===== config.mk =====
export PLATFORM = sky130hd
export DESIGN_NAME = memory_unit
export DESIGN_NICKNAME = d
export VERILOG_FILES = /design/src/rtl/memory_unit.sv
export SDC_FILE = /design/constraint.sdc
export NUM_CORES = 1
export LEC_CHECK = 0
export CAP_MARGIN = 20
export CELL_PAD_IN_SITES_DETAIL_PLACEMENT = 0
export CELL_PAD_IN_SITES_GLOBAL_PLACEMENT = 1
export CORE_AREA = 5 5 77 79
export CTS_CLUSTER_DIAMETER = 30
export DETAILED_ROUTE_END_ITERATION = 16
export DIE_AREA = 0 0 82 84
export DONT_BUFFER_PORTS = 1
export GPL_ROUTABILITY_DRIVEN = 0
export PLACE_DENSITY_LB_ADDON = 0.12
export SYNTH_ARGS = -nofsm -noshare
export SYNTH_HDL_FRONTEND = slang
export SYNTH_SLANG_ARGS = --single-unit

===== constraint.sdc =====
create_clock -name clock -period 1.58 [get_ports clock]
set_input_delay 0.079 -clock clock [delete_from_list [all_inputs] [get_ports clock]]
set_output_delay 0.079 -clock clock [all_outputs]
set_load 0.01 [all_outputs]

===== src/rtl/memory_unit.sv =====
// rtl/memory_unit.sv - PC/MAR registers and handshaked single-word external memory access
//
// Ports:
//   clock, reset          system clock; synchronous active-low reset
//   memory_op             command from the control unit (decoded only while idle)
//   data_word_selector    access address source: 0 = pc, 1 = mar
//   bus_selector, bus     shared-bus drive request and shared-bus value
//   bus_out, bus_drive    last read data and its shared-bus enable
//   stall                 high while an external access is outstanding
//   pc, mar               program counter and memory address register
//   mem_req/we/addr/wdata external memory request side
//   mem_rdata, mem_ack    external memory response side
//   mem_err               sticky access-timeout flag

package memory_unit_pkg;
   typedef enum logic [2:0] {
      MEM_NOP      = 3'd0,
      MEM_READ     = 3'd1,
      MEM_WRITE    = 3'd2,
      MEM_LOAD_MAR = 3'd3,
      MEM_LOAD_PC  = 3'd4,
      MEM_INC_PC   = 3'd5
   } memory_op_e;
endpackage

module memory_unit
   import memory_unit_pkg::*;
(
   input  logic       clock,
   input  logic       reset,
   input  memory_op_e memory_op,
   input  logic       data_word_selector,
   input  logic       bus_selector,
   input  logic [7:0] bus,
   output logic [7:0] bus_out,
   output logic       bus_drive,
   output logic       stall,
   output logic [7:0] pc,
   output logic [7:0] mar,
   output logic       mem_req,
   output logic       mem_we,
   output logic [7:0] mem_addr,
   output logic [7:0] mem_wdata,
   input  logic [7:0] mem_rdata,
   input  logic       mem_ack,
   output logic       mem_err
);

   typedef enum logic {IDLE, ACCESS} state_e;

   // Index of the last ACCESS cycle allowed before the access is abandoned
   // (the counter starts at 0 on the first ACCESS cycle, so this is cycle 15).
   localparam logic [3:0] WAIT_LAST = 4'd14;

   state_e     state;
   state_e     state_next;
   logic [3:0] wait_cnt;
   logic       is_write;
   logic       is_fetch;
   logic       start_access;
   logic       complete;
   logic       timeout;

   always_comb begin
      state_next   = state;
      start_access = 1'b0;
      complete     = 1'b0;
      timeout      = 1'b0;
      case (state)
         IDLE: begin
            if (memory_op == MEM_READ || memory_op == MEM_WRITE) begin
               start_access = 1'b1;
               state_next   = ACCESS;
            end
         end
         ACCESS: begin
            // An ack on the final allowed cycle still completes the access.
            if (mem_ack) begin
               complete   = 1'b1;
               state_next = IDLE;
            end else if (wait_cnt == WAIT_LAST) begin
               timeout    = 1'b1;
               state_next = IDLE;
            end
         end
      endcase
   end

   always_ff @(posedge clock) begin
      if (!reset) begin
         state     <= IDLE;
         pc        <= 8'h00;
         mar       <= 8'h00;
         bus_out   <= 8'h00;
         mem_addr  <= 8'h00;
         mem_wdata <= 8'h00;
         mem_err   <= 1'b0;
         wait_cnt  <= 4'd0;
         is_write  <= 1'b0;
         is_fetch  <= 1'b0;
      end else begin
         state <= state_next;

         if (state == IDLE) begin
            case (memory_op)
               MEM_LOAD_MAR: mar <= bus;
               MEM_LOAD_PC:  pc  <= bus;
               MEM_INC_PC:   pc  <= pc + 8'd1;
               default: ;
            endcase
         end

         if (start_access) begin
            mem_addr <= data_word_selector ? mar : pc;
            is_write <= (memory_op == MEM_WRITE);
            // Only pc-addressed reads are instruction fetches that advance pc.
            is_fetch <= (memory_op == MEM_READ) && !data_word_selector;
            wait_cnt <= 4'd0;
            if (memory_op == MEM_WRITE) begin
               mem_wdata <= bus;
            end
         end

         if (complete) begin
            if (!is_write) begin
               bus_out <= mem_rdata;
            end
            if (is_fetch) begin
               pc <= pc + 8'd1;
            end
         end else if (state == ACCESS) begin
            wait_cnt <= wait_cnt + 4'd1;
         end

         if (timeout) begin
            mem_err <= 1'b1;
         end
      end
   end

   assign stall     = (state == ACCESS);
   assign mem_req   = (state == ACCESS);
   assign mem_we    = (state == ACCESS) && is_write;
   assign bus_drive = bus_selector;

endmodule


==> impl_metrics.yaml, run 1 <==
run_status:
  status: "complete, no violations"
clock_tree:
  post_cts_buffers: 0
  clk_latency_ns: 0.30
  cts_tree: "yes"
  clk_pin_slew_ns: 0.08
  htreeDepth: 2
  ctsLongestPathBuffers: 2
  clock-sinks: 48
  clockRootBuffer: "clkbuf_8"
  cts_buffers: 5
critical_path:
  cp.arrival_ns: 1.74
  crit_path_end_kind: "flop"
  r2r-start: "mem_req$_SDFF_PN0_"
  r2r_cells: 4
  worst-setup-path-type: "reg -> reg"
  reg2reg_slack_ns: 0.09
  required_ns: 1.83
  cp_max_fo: 10
  r2r_end: "pc[4]$_SDFF_PN0_"
  cp-start-kind: "flop"
worst_hold_path:
  whs_endpoint: "pc[2]$_SDFF_PN0_"
  hold_depth: 2
  min-delay-start: "bus[2]"
  min_path_type: "in -> reg"
yosys:
  netlist.area_leader.share_pct: 42.81
  synth_common_cells: "nand2_1 (49), dfxtp_1 (48), a21boi_0 (18)"
  async_reset_ff_share_pct: 0
  ys_warn_count: 0
  ys_types: 44
  synthCells: 256
  ys_seq_area_share_pct: 42.81
  synthFlopType: "dfxtp_1"
  synth_fp_nets: 283
  synth_edf_count: 0
  synth_most_common_cell: "nand2_1"
  syn-cell-area_sq_um: 2245
  synth-seq-cells: 48
  avgSynthCellArea_sq_um: 8.768
  synth.largest_area_cell: "dfxtp_1"
  synth_area_leaders: "dfxtp_1 (43%), nand2_1 (8.2%), mux2i_1 (6.7%)"
place:
  place_worst_setup_slack_ns: 0.07789
  port_buffers: 0
  hpwl_mm: 3.888
sta:
  setup_viol: 0
  period_minus_slack_ns: 1.493
  period_share_pct: 94.50
  slew_viol_final: 0
  relSlewSlack_pct: 74.96
  max_freq_mhz: 669.8
  timing.final.ws_setup_ns: 0.08696
  clock-skew-final_ns: 0.002609
  rsz0062_at_grt: "false"
  worstMarginPinSlew_ns: 0.3751
  fin_tns_setup_ns: 0
  hold_viol_final: 0
route:
  ant_nets: 0
  via_count: 1843
  wl_mm: 5.795
  firstDrtPassIters: 4
  first_iter_violations: 72
  route.detailed.wl_per_inst_um: 16.65
  avgViaCountPerCell: 5.296
  drc: 0
floorplanning:
  io_pins: 69
  die_h_um: 84
  die_w_um: 82
  row_count: 27
  initial_core_util_pct: 42.59
  core_sq_um: 5270
  dieArea_sq_um: 6888
global_route:
  grt_max_degree: 50
  grt_pass1_vias: 1842
  overflow: 0
  track_usage_pct: 17.08
  grt_first_pass_wirelength_mm: 9.108
  grt_antenna_before_repair: 0
power_and_ir_drop:
  power.leakage_nw: 1.113
  p_per_area_nw_per_um2: 882.3
  peakVddDrop_v: 0.0003452
finish:
  nNetsFinal: 303
  drive_above_1_share_pct: 9.058
  antennaDiodeCount: 0
  fillers: 529
  area_growth_pct: 17.17
run:
  cap_violations: 0
## per-layer routing
metal	wire length (um)	global-route usage, %	part of all wire [%]	vias up
li1	-	-	-	925
met1	2393	19.81	41	866
met2	2906	29.10	50	45
met3	429	6.156	7.4	7
met4	66	4.532	1.1	0
met5	0	0	0	-
## how the worst max path moves through the flow
stage                       startpoint  slack, ns  cells after the start               end
global placement    mem_req$_SDFF_PN0_       0.11                      4  pc[4]$_SDFF_PN0_
detailed placement  mem_req$_SDFF_PN0_       0.08                      4  pc[4]$_SDFF_PN0_
global route        mem_req$_SDFF_PN0_       0.03                      5  pc[1]$_SDFF_PN0_
finish              mem_req$_SDFF_PN0_       0.09                      4  pc[4]$_SDFF_PN0_
CTS                 mem_req$_SDFF_PN0_       0.05                      4  pc[4]$_SDFF_PN0_
floorplan           mem_req$_SDFF_PN0_       0.08                      5  pc[4]$_SDFF_PN0_
## through the flow
stage                     power, W  cells  hold slack [ns]  cell area, sq um  utilization, %
after floorplan           0.001550    256           0.2239              2245               -
after global placement    0.001594    323           0.1581              2361           44.80
after detailed placement  0.001597    323           0.1581              2361           44.80
after CTS                 0.002367    348        0.0008268              2629           49.88
after global routing      0.002451    348          0.01674              2630           49.91
final                     0.002321    348          0.01050              2630           49.91
## repair_timing
| item | 4_1_cts | 5_1_grt |
|---|---|---|
| gates resized for setup | 0 | 1 |
| endpoints found under the hold margin | 48 | 0 |
| endpoints found under the setup margin | 0 | 4 |
| hold buffers | 18 | 0 |
## placed cells by master (no fill, tap or decap), types with 5 or more instances in the layout
master and instances:
o211a_1 10, a21boi_0 18, mux2i_1 15, clkbuf_8 5
nor2b_1 11, buf_4 14, dlygate4sd3_1 17, nor2_1 9
a21oi_1 6, nand3_1 5, o21ai_0 13, dfxtp_1 47
nand2_1 49
## worst max-delay path: stages, from the launching register on
cell and delay, ns:
dfxtp_2 0.37, or3b_1 0.44, or3_1 0.36, a21boi_1 0.13, o31a_1 0.14
## registers in the layout (all words and copies together), names as in the netlist
| name | cells |
|---|---|
| is_write | 1 |
| mar | 8 |
| pc | 8 |
| mem_addr | 8 |
| mem_err | 1 |
| is_fetch | 1 |
| mem_req | 1 |
| wait_cnt | 4 |
| bus_out | 8 |
| mem_wdata | 8 |
## cell type report
type / instances / area [sq um] / area share (%)
Timing Repair Buffer: 32 / 295.3 / 11.23
Inverter: 4 / 15.01 / 0.5709
Tap cell: 72 / 90.09 / 3.425
Sequential cell: 48 / 962.2 / 36.58
Multi-Input combinational cell: 185 / 1190 / 45.24
Clock inverter: 1 / 5.005 / 0.1903
Clock buffer: 6 / 72.57 / 2.759
## power breakdown
| group | internal (W) | leakage, nW | switching (W) |
|---|---|---|---|
| Clock | 0.000302 | 0.0410 | 0.000388 |
| Sequential | 0.00126 | 0.391 | 0.0000646 |
| Combinational | 0.000152 | 0.681 | 0.000150 |
| Total | 0.00172 | 1.11 | 0.000602 |
## logic make-up after synthesis
group,synth area share [%]
compound gates,20.29
xor+xnor,2.341
fa+ha+maj,1.672
buf+inv,4.403
flops,42.81
mux,6.689
simple gates,21.79
(Power assumes the default switching activity.)
==> run 2, diff against run 1 <==
--- a/config.mk
+++ b/config.mk
@@ -9,8 +9,8 @@
 export CELL_PAD_IN_SITES_DETAIL_PLACEMENT = 0
 export CELL_PAD_IN_SITES_GLOBAL_PLACEMENT = 1
-export CORE_AREA = 5 5 77 79
+export CORE_AREA = 5 5 81 83
 export CTS_CLUSTER_DIAMETER = 30
 export DETAILED_ROUTE_END_ITERATION = 16
-export DIE_AREA = 0 0 82 84
+export DIE_AREA = 0 0 86 88
 export DONT_BUFFER_PORTS = 1
 export GPL_ROUTABILITY_DRIVEN = 0
==> constraint.sdc (replaced) <==
create_clock -name clock -period 1.58 [get_ports clock]
set_input_delay 0.158 -clock clock [delete_from_list [all_inputs] [get_ports clock]]
set_output_delay 0.158 -clock clock [all_outputs]
set_load 0.01 [all_outputs]
==> impl_metrics.yaml, run 2 (synthesis gave the netlist of run 1 again) <==
floorplanning:
  die_h_um: 88
  initial_core_util_pct: 38.83
  io_pins: 69
  dieArea_sq_um: 7568
  die_w_um: 86
  row_count: 28
  core_sq_um: 5781
sta:
  rsz0062_at_grt: "false"
  setup_viol: 0
  relSlewSlack_pct: 72.72
  slew_viol_final: 0
  period_share_pct: 94.16
  clock-skew-final_ns: 0.005041
  whs_ns: 0.01123
  worstMarginPinSlew_ns: 0.4086
  fin_tns_setup_ns: 0
  hold_viol_final: 0
  period_minus_slack_ns: 1.488
  max_freq_mhz: 672.1
route:
  firstDrtPassIters: 4
  via_count: 1860
  wl_mm: 6.017
  route.detailed.wl_per_inst_um: 17.39
  ant_nets: 0
  first_iter_violations: 123
  avgViaCountPerCell: 5.376
  drc: 0
clock_tree:
  clk_pin_slew_ns: 0.08
  cts_buffers: 5
  cts_tree: "yes"
  htreeDepth: 2
  clockRootBuffer: "clkbuf_8"
  clock-sinks: 48
  ctsLongestPathBuffers: 2
  clk_latency_ns: 0.30
critical_path:
  path_buf_inv: 0
  cp_max_fo: 10
  required_ns: 1.83
  crit_path_end_kind: "flop"
  cp-start-kind: "flop"
  worstPathCellList: "or3b_1, or3_1, a21boi_1, o31a_1"
  cp_top_family: "simple AND/OR/NAND/NOR gates"
  cp_slowest_stage_delay_ns: 0.43
  cp.arrival_ns: 1.73
  worst-setup-path-type: "reg -> reg"
  cp_num_cells: 4
  crit_slowest_cell: "or3b_1"
  r2r_cells: 4
finish:
  layout_common_cells: "nand2_1 (49), dfxtp_1 (47), a21boi_0 (18)"
  fin_area_sq_um: 2605
  nNetsFinal: 298
  final_common_cell: "nand2_1"
  fin_cells: 346
  antennaDiodeCount: 0
  area_growth_pct: 16.05
  drive_above_1_share_pct: 10.33
worst_hold_path:
  hold_depth: 2
  min_path_type: "in -> reg"
global_route:
  track_usage_pct: 16.63
  grt_use_met3_pct: 5.268
  grt_pass1_vias: 1863
  overflow: 0
  busiest_layer: "met2"
  grt_max_degree: 40
  met1_usage_pct: 19.32
  met2_usage_pct: 29.36
  grt_antenna_before_repair: 0
  grt_first_pass_wirelength_mm: 9.735
place:
  port_buffers: 0
  place_inst: 327
  place_area_sq_um: 2372
  hpwl_mm: 4.042
power_and_ir_drop:
  peakVddDrop_v: 0.0004527
  p_per_area_nw_per_um2: 918.3
  power.leakage_nw: 1.103
run:
  cap_violations: 0
run_status:
  status: "complete, no violations"
-- run 2: cell count changes in the layout (fill, tap and decap cells not counted), sizes merged --
cell / change
buf: +1
clkinv: -1
clkbuf: +1
dlygate4sd3: -6
-- run 2: where the power goes --
group / leakage (nW) / total, W / internal (W) / switching, W
registers: 0.391 / 0.00133 / 0.00126 / 0.0000690
logic: 0.662 / 0.000284 / 0.000141 / 0.000143
clock network: 0.0503 / 0.000775 / 0.000390 / 0.000385
total: 1.10 / 0.00239 / 0.00180 / 0.000596
-- run 2: worst register-to-register path, cell delays in order (launching register included) --
cell      delay (ns)
dfxtp_2         0.38
or3b_1          0.44
or3_1           0.36
a21boi_1        0.13
o31a_1          0.14
-- run 2: area by class of cell --
type,count,area [sq um]
fillers,614,3176
multi-input cells,185,1195
flip-flops and latches,48,962.2
repair buffers,27,242.7
clock buffers,7,96.34
well taps,75,93.84
inverters,4,15.01
-- run 2: final timing paths --
check | from | endpoint | slack [ns]
worst max-delay path | mem_req$_SDFF_PN0_ | pc[4]$_SDFF_PN0_ | 0.09
worst min-delay path | reset | pc[7]$_SDFF_PN0_ | 0.01
worst max register to register | mem_req$_SDFF_PN0_ | pc[4]$_SDFF_PN0_ | 0.09
worst min register to register | mem_wdata[4]$_SDFFE_PN0P_ | mem_wdata[4]$_SDFFE_PN0P_ | 0.52
-- run 2: timing repair --
item                                    4_1_cts  5_1_grt
setup buffers                                 0        0
endpoints found under the setup margin        0        9
hold endpoints to repair                     45        0
hold buffers                                 12        0
gates resized for setup                       0        2
-- run 2: through the flow --
| step | setup slack [ns] | utilization [%] | power, W |
|---|---|---|---|
| finish | 0.09223 | 45.06 | 0.002392 |
| global route | 0.01654 | 45.06 | 0.002526 |
| CTS | 0.03983 | 44.96 | 0.002442 |
| detailed placement | 0.05959 | 41.04 | 0.001598 |
| global placement | 0.09944 | 41.04 | 0.001595 |
| floorplan | 0.08177 | - | 0.001550 |
-- run 2: routing by layer --
metal  part of all wire [%]  wire, um
met2                     50      2984
met5                      0         0
met4                    1.1        65
met1                     42      2499
met3                    7.8       467
